### src/rtl/minv_pkg.sv
// Shared constants, flag codes and result-reader state encoding for the modular-inverse datapath.
package minv_pkg;

  localparam int MINV_DW = 16;
  localparam int MINV_NW = 16;

  // minv_flag codes reported alongside each result
  localparam logic [1:0] MINV_FLAG_X1  = 2'b00;
  localparam logic [1:0] MINV_FLAG_X2  = 2'b01;
  localparam logic [1:0] MINV_FLAG_ADJ = 2'b11;

  typedef enum logic [1:0] {
    IDLE = 2'd0,
    SEND = 2'd1,
    DONE = 2'd2
  } rd_state_t;

endpackage

### src/rtl/minv_result_reader.sv
// Snapshots u/minv_flag on a minv_rdy rising edge and streams it as NW words of DW bits.
// Latency: first word valid one cycle after the edge, then one word per accepted cycle.
// Backpressure: word held while dout_rdy low. MINV_RD_MSW_FIRST_EN selects MSW-first order.
module minv_result_reader
  import minv_pkg::*;
#(
  parameter int DW = MINV_DW,
  parameter int NW = MINV_NW
) (
  input  logic             clk,
  input  logic             rst,
  input  logic             minv_rdy,
  input  logic [DW*NW-1:0] u,
  input  logic [1:0]       minv_flag,
  output logic [DW-1:0]    dout,
  output logic             dout_vld,
  input  logic             dout_rdy,
  output logic             dout_last,
  output logic [1:0]       res_flag,
  output logic             busy,
  output logic             rd_done
);

  localparam int CW = (NW > 1) ? $clog2(NW) : 1;
  localparam logic [CW-1:0] LAST_IDX = CW'(NW - 1);

  rd_state_t        state, state_nxt;
  logic [DW*NW-1:0] res_buf;
  logic [CW-1:0]    cnt;
  logic             rdy_q;
  logic             edge_det;
  logic             accept;
  logic             last_word;
  logic [DW-1:0]    cur_word;

  assign edge_det  = minv_rdy & ~rdy_q;
  assign last_word = (cnt == LAST_IDX);
  assign accept    = dout_vld & dout_rdy;

`ifdef MINV_RD_MSW_FIRST_EN
  assign cur_word = res_buf[DW*NW-1 -: DW];
`else
  assign cur_word = res_buf[DW-1:0];
`endif

  // Output word is forced to zero whenever nothing is being presented
  assign dout      = dout_vld ? cur_word : '0;
  assign dout_last = dout_vld & last_word;
  assign busy      = (state != IDLE);

  always_comb begin
    state_nxt = state;
    dout_vld  = 1'b0;
    rd_done   = 1'b0;
    case (state)
      IDLE: if (edge_det) state_nxt = SEND;
      SEND: begin
        dout_vld = 1'b1;
        if (dout_rdy && last_word) state_nxt = DONE;
      end
      DONE: begin
        rd_done   = 1'b1;
        state_nxt = IDLE;
      end
      default: state_nxt = IDLE;
    endcase
  end

  always_ff @(posedge clk) begin
    if (rst) begin
      state    <= IDLE;
      rdy_q    <= 1'b0;
      cnt      <= '0;
      res_buf  <= '0;
      res_flag <= 2'b00;
    end else begin
      state <= state_nxt;
      // Tracks in every state so a level still high on return to IDLE does not retrigger
      rdy_q <= minv_rdy;
      if (state == IDLE && edge_det) begin
        res_buf  <= u;
        res_flag <= minv_flag;
        cnt      <= '0;
      end else if (accept) begin
`ifdef MINV_RD_MSW_FIRST_EN
        res_buf <= res_buf << DW;
`else
        res_buf <= res_buf >> DW;
`endif
        if (!last_word) cnt <= cnt + CW'(1);
      end
    end
  end

endmodule

### config.mk
export PLATFORM = sky130hd
export DESIGN_NAME = minv_result_reader
export DESIGN_NICKNAME = d
export VERILOG_FILES = /design/src/rtl/minv_pkg.sv /design/src/rtl/minv_result_reader.sv
export SDC_FILE = /design/constraint.sdc
export NUM_CORES = 1
export LEC_CHECK = 0
export ABC_AREA = 1
export CAP_MARGIN = 10
export CELL_PAD_IN_SITES_DETAIL_PLACEMENT = 0
export CELL_PAD_IN_SITES_GLOBAL_PLACEMENT = 1
export CORE_MARGIN = 2
export CORE_UTILIZATION = 36
export DETAILED_ROUTE_END_ITERATION = 8
export MAX_ROUTING_LAYER = met4
export PLACE_DENSITY = 0.88
export SKIP_LAST_GASP = 1
export SYNTH_ARGS = -nofsm -noshare
export SYNTH_HDL_FRONTEND = slang
export SYNTH_SLANG_ARGS = --single-unit
### constraint.sdc
create_clock -name clk -period 1.8 [get_ports clk]
set_input_delay 0.27 -clock clk [delete_from_list [all_inputs] [get_ports clk]]
set_output_delay 0.27 -clock clk [all_outputs]
set_load 0.02 [all_outputs]
==> summary.txt <==
Outcome
  – Status: finished clean

GRT
  – GRT overflow: 0
  – Number of global-route vias before repair: about 15000
  – Total track usage: 0.208
  – Pin count of the biggest net entering global routing: 58
  – First-pass GRT wire length: 70.5 mm
  – Initial antenna violation count: 0

Power and ir drop
  – PwrDens: 864 mW/mm^2
  – Seq pwr share: 0.399
  – Total net switching power: 0.00504 W
  – Switching share of power: 0.297
  – Peak VDD IR: approximately 750 uV
  – LEAKAGE: around 9.9 nW
  – Gate power share: 0.247
  – P_int: 0.0119 W
  – Clock power share: 0.354

Worst setup path
  – CP Cell Sequence: ha_4, nand2_4, nor2_4, inv_2, nor2_4, buf_6
  – Arr. time, crit path: about 1.5 ns
  – Setup crit end kind: primary output
  – CP startpoint kind: flip-flop
  – Setup CP Type: reg -> out
  – Reg2reg start: state[0]$_SDFFE_PP0P_
  – Req. time, crit path: around 1.5 ns
  – Crit path max-delay family: flip-flops
  – Worst Setup SP: cnt[0]$_SDFFE_PP0P_
  – Critical Path Stages: 6
  – R2R depth: 9
  – CP max-delay cell: dfxtp_4
  – Crit-path max FO: 2
  – Largest stage delay on the critical path: 0.36 ns
  – Most used cell, CP: nor2_4
  – Sum of buffers and inverters on the critical path: 2

Finish
  – ANT cells: 0
  – Share of cells above drive strength 1: 0.0719
  – Final non-filler cell area: 0.0197 sq mm
  – Layout area overhead: 33.0%
  – Fin cells: 3301
  – Layout Nets: approximately 3000

STA
  – Fin. max-slew vios: 0
  – Slew headroom: 0.789
  – Worst Skew: between 0.015 and 0.02 ns
  – # setup viols final: 0
  – RSZ-0062 raised after global routing: yes
  – Max frequency: about 570 MHz
  – Post-route setup slack: 0.0373 ns
  – Fin crit period: around 1.8 ns
  – Final TNS setup: 0 ns
  – Worst hold slack: 0.265 ns
  – Pin slew with the least headroom to its limit: 0.317 ns
  – Final worst path period share: 0.979
  – Hold Vio Cnt, Final: 0

Routing
  – Mean routed wirelength per cell: 13.3 microns
  – Met3 Routed Length: between 2 and 2.5 mm
  – Wirelength, routed: 44.0 mm
  – Metal-1 WL: ~21 mm
  – Antenna Nets Post-Route: 0
  – Remaining DRCs: 0
  – Via count: between 15000 and 20000
  – Top layer in use: met4
  – Initial DRC count: around 840
  – Vias per cell: ~4.6
  – Met2 wire len: 20.3 mm
  – Router iterations before antenna repair: 7

Die
  – Die Span Y: 207 microns
  – Initial Util: 0.364
  – Core Area: between 0.04 and 0.05 sq mm
  – Die Wd: slightly above 200 microns
  – Row cnt: between 70 and 80
  – Num ports: between 200 and 300
  – Die ar.: around 0.043 sq mm

Clocking
  – Cts bufs inserted: 31
  – Worst-Skew Late Latency: between 0.5 and 0.6 ns
  – CTS tree: done
  – Clk sinks: ~270
  – Reg clk slew, reported paths: around 0.06 ns
  – H-tree lvl count: 1
  – Hold_buf cts: 0
  – Clock buffer depth: 3
  – Root buffer cell: clkbuf_16

Synthesis
  – Sequential fraction of the synthesis area: 0.359
  – #FFs+latches synth: 265
  – Yosys warns: 0
  – Average size of a mapped cell: roughly 6 sq um
  – Synthesized cell area: between 0.01 and 0.015 sq mm
  – Syn Nets: between 2000 and 3000
  – Mapped Cells: between 2000 and 2500
  – Synth unique cells: 21

Hold path
  – HP Class: in -> reg
  – Hold_sp: u[240]
  – Hold Path Depth: 3

Run
  – Max Cap Viol: 0

Placement
  – RePlAce Congestion: approximately 0.83
  – Port Buf Inserts: roughly 280
  – Hpwl dp: between 30 and 40 mm
  – DP Area: roughly 0.019 sq mm
  – DP Worst Slack: -0.236 ns
  – DP Cell Count: 3239
-- final timing paths --
check / end / slack, ns
setup reg to reg: res_buf[35]$_SDFFE_PP0P_ / 0.08
hold / removal: res_buf[240]$_SDFFE_PP0P_ / 0.26
setup / recovery: dout_last / 0.04
hold reg to reg: res_buf[254]$_SDFFE_PP0P_ / 0.47
-- state kept, by name, indices dropped and copies added (netlist names) --
name	count
rdy_q	1
res_buf	256
state	2
cnt	4
res_flag	2
-- kinds of logic (layout without fill, tap and decap cells) --
group	after synthesis	count (layout)	synth area share
compound gates	24	24	0.00813
fa+ha+maj	1	1	0.000846
simple gates	1764	1764	0.509
xor+xnor	1	1	0.000593
flops	265	265	0.359
buf+inv	428	714	0.122
-- layout make-up --
class | instances | area, sq um
repair buffers | 396 | 3990
well taps | 532 | 666
clock inverters | 12 | 93.8
flip-flops and latches | 265 | 5320
multi-input cells | 1790 | 7740
fillers | 4192 | 21000
inverters | 261 | 987
clock buffers | 45 | 868
-- worst min-delay path: cells and delay by family --
family	cells	cell delay [ns]
buffers and inverters	1	0.40
AO/OA/AOI/OAI	1	0.05
AND/OR/NAND/NOR	1	0.07
-- Yosys cell counts --
cell      count  area share
dfxtp_1     265        0.36
nand2_1     761        0.19
nor2_1      735        0.19
o21ai_0       3      0.0010
buf_1        16      0.0041
inv_2         2     0.00051
ha_1          1     0.00085
a21oi_1      15      0.0051
inv_1       259       0.066
nand3b_1    224        0.11
clkbuf_1     37      0.0094
buf_4        11      0.0056
nor2_2        1     0.00042
nand3_1      40       0.014
buf_2        98       0.033
o21ai_1       6      0.0020
xor2_1        1     0.00059
nand3_2       1     0.00068
buf_6         5      0.0038
nor3_1        1     0.00034
nand4_1       1     0.00042
-- metrics by stage --
stage / utilization / total power [W]
CTS: 0.483 / 0.0172
global route: 0.484 / 0.0180
finish: 0.484 / 0.0170
global placement: 0.459 / 0.0110
floorplan: - / 0.00946
detailed placement: 0.459 / 0.0111
-- placed cells by master (no fill, tap or decap), drive strengths merged --
cell / n
clkbuf: 46
nor2: 736
ha: 1
clkdlybuf4s50: 261
nand3b: 224
nand4: 1
clkinv: 8
bufinv: 1
xor2: 1
dlygate4sd2: 2
inv: 262
o21ai: 9
clkinvlp: 2
dfxtp: 265
nand3: 41
nor3: 1
nand2: 761
buf: 132
a21oi: 15
-- power groups by stage --
stage	Sequential (W)	Clock, W	Combinational [W]
2_1_floorplan	0.00679	0	0.00268
3_3_place_gp	0.00688	0	0.00414
3_5_place_dp	0.00689	0	0.00419
4_1_cts	0.00678	0.00617	0.00421
5_1_grt	0.00684	0.00641	0.00475
6_report	0.00678	0.00601	0.00419
-- repair_timing --
| item | 4_1_cts | 5_1_grt |
|---|---|---|
| setup endpoints to repair | 22 | 10 |
| buffers inserted | 4 | 0 |
| cloned | 1 | 1 |
| pin swaps | 5 | 4 |
| gates resized for setup | 98 | 16 |
-- metal layers --
metal	vias to the layer above	global-route usage
met4	0	0.0490
met1	6719	0.271
met5	-	-
met3	66	0.0246
li1	7889	-
met2	361	0.343
Power figures use the tool's default switching activity.
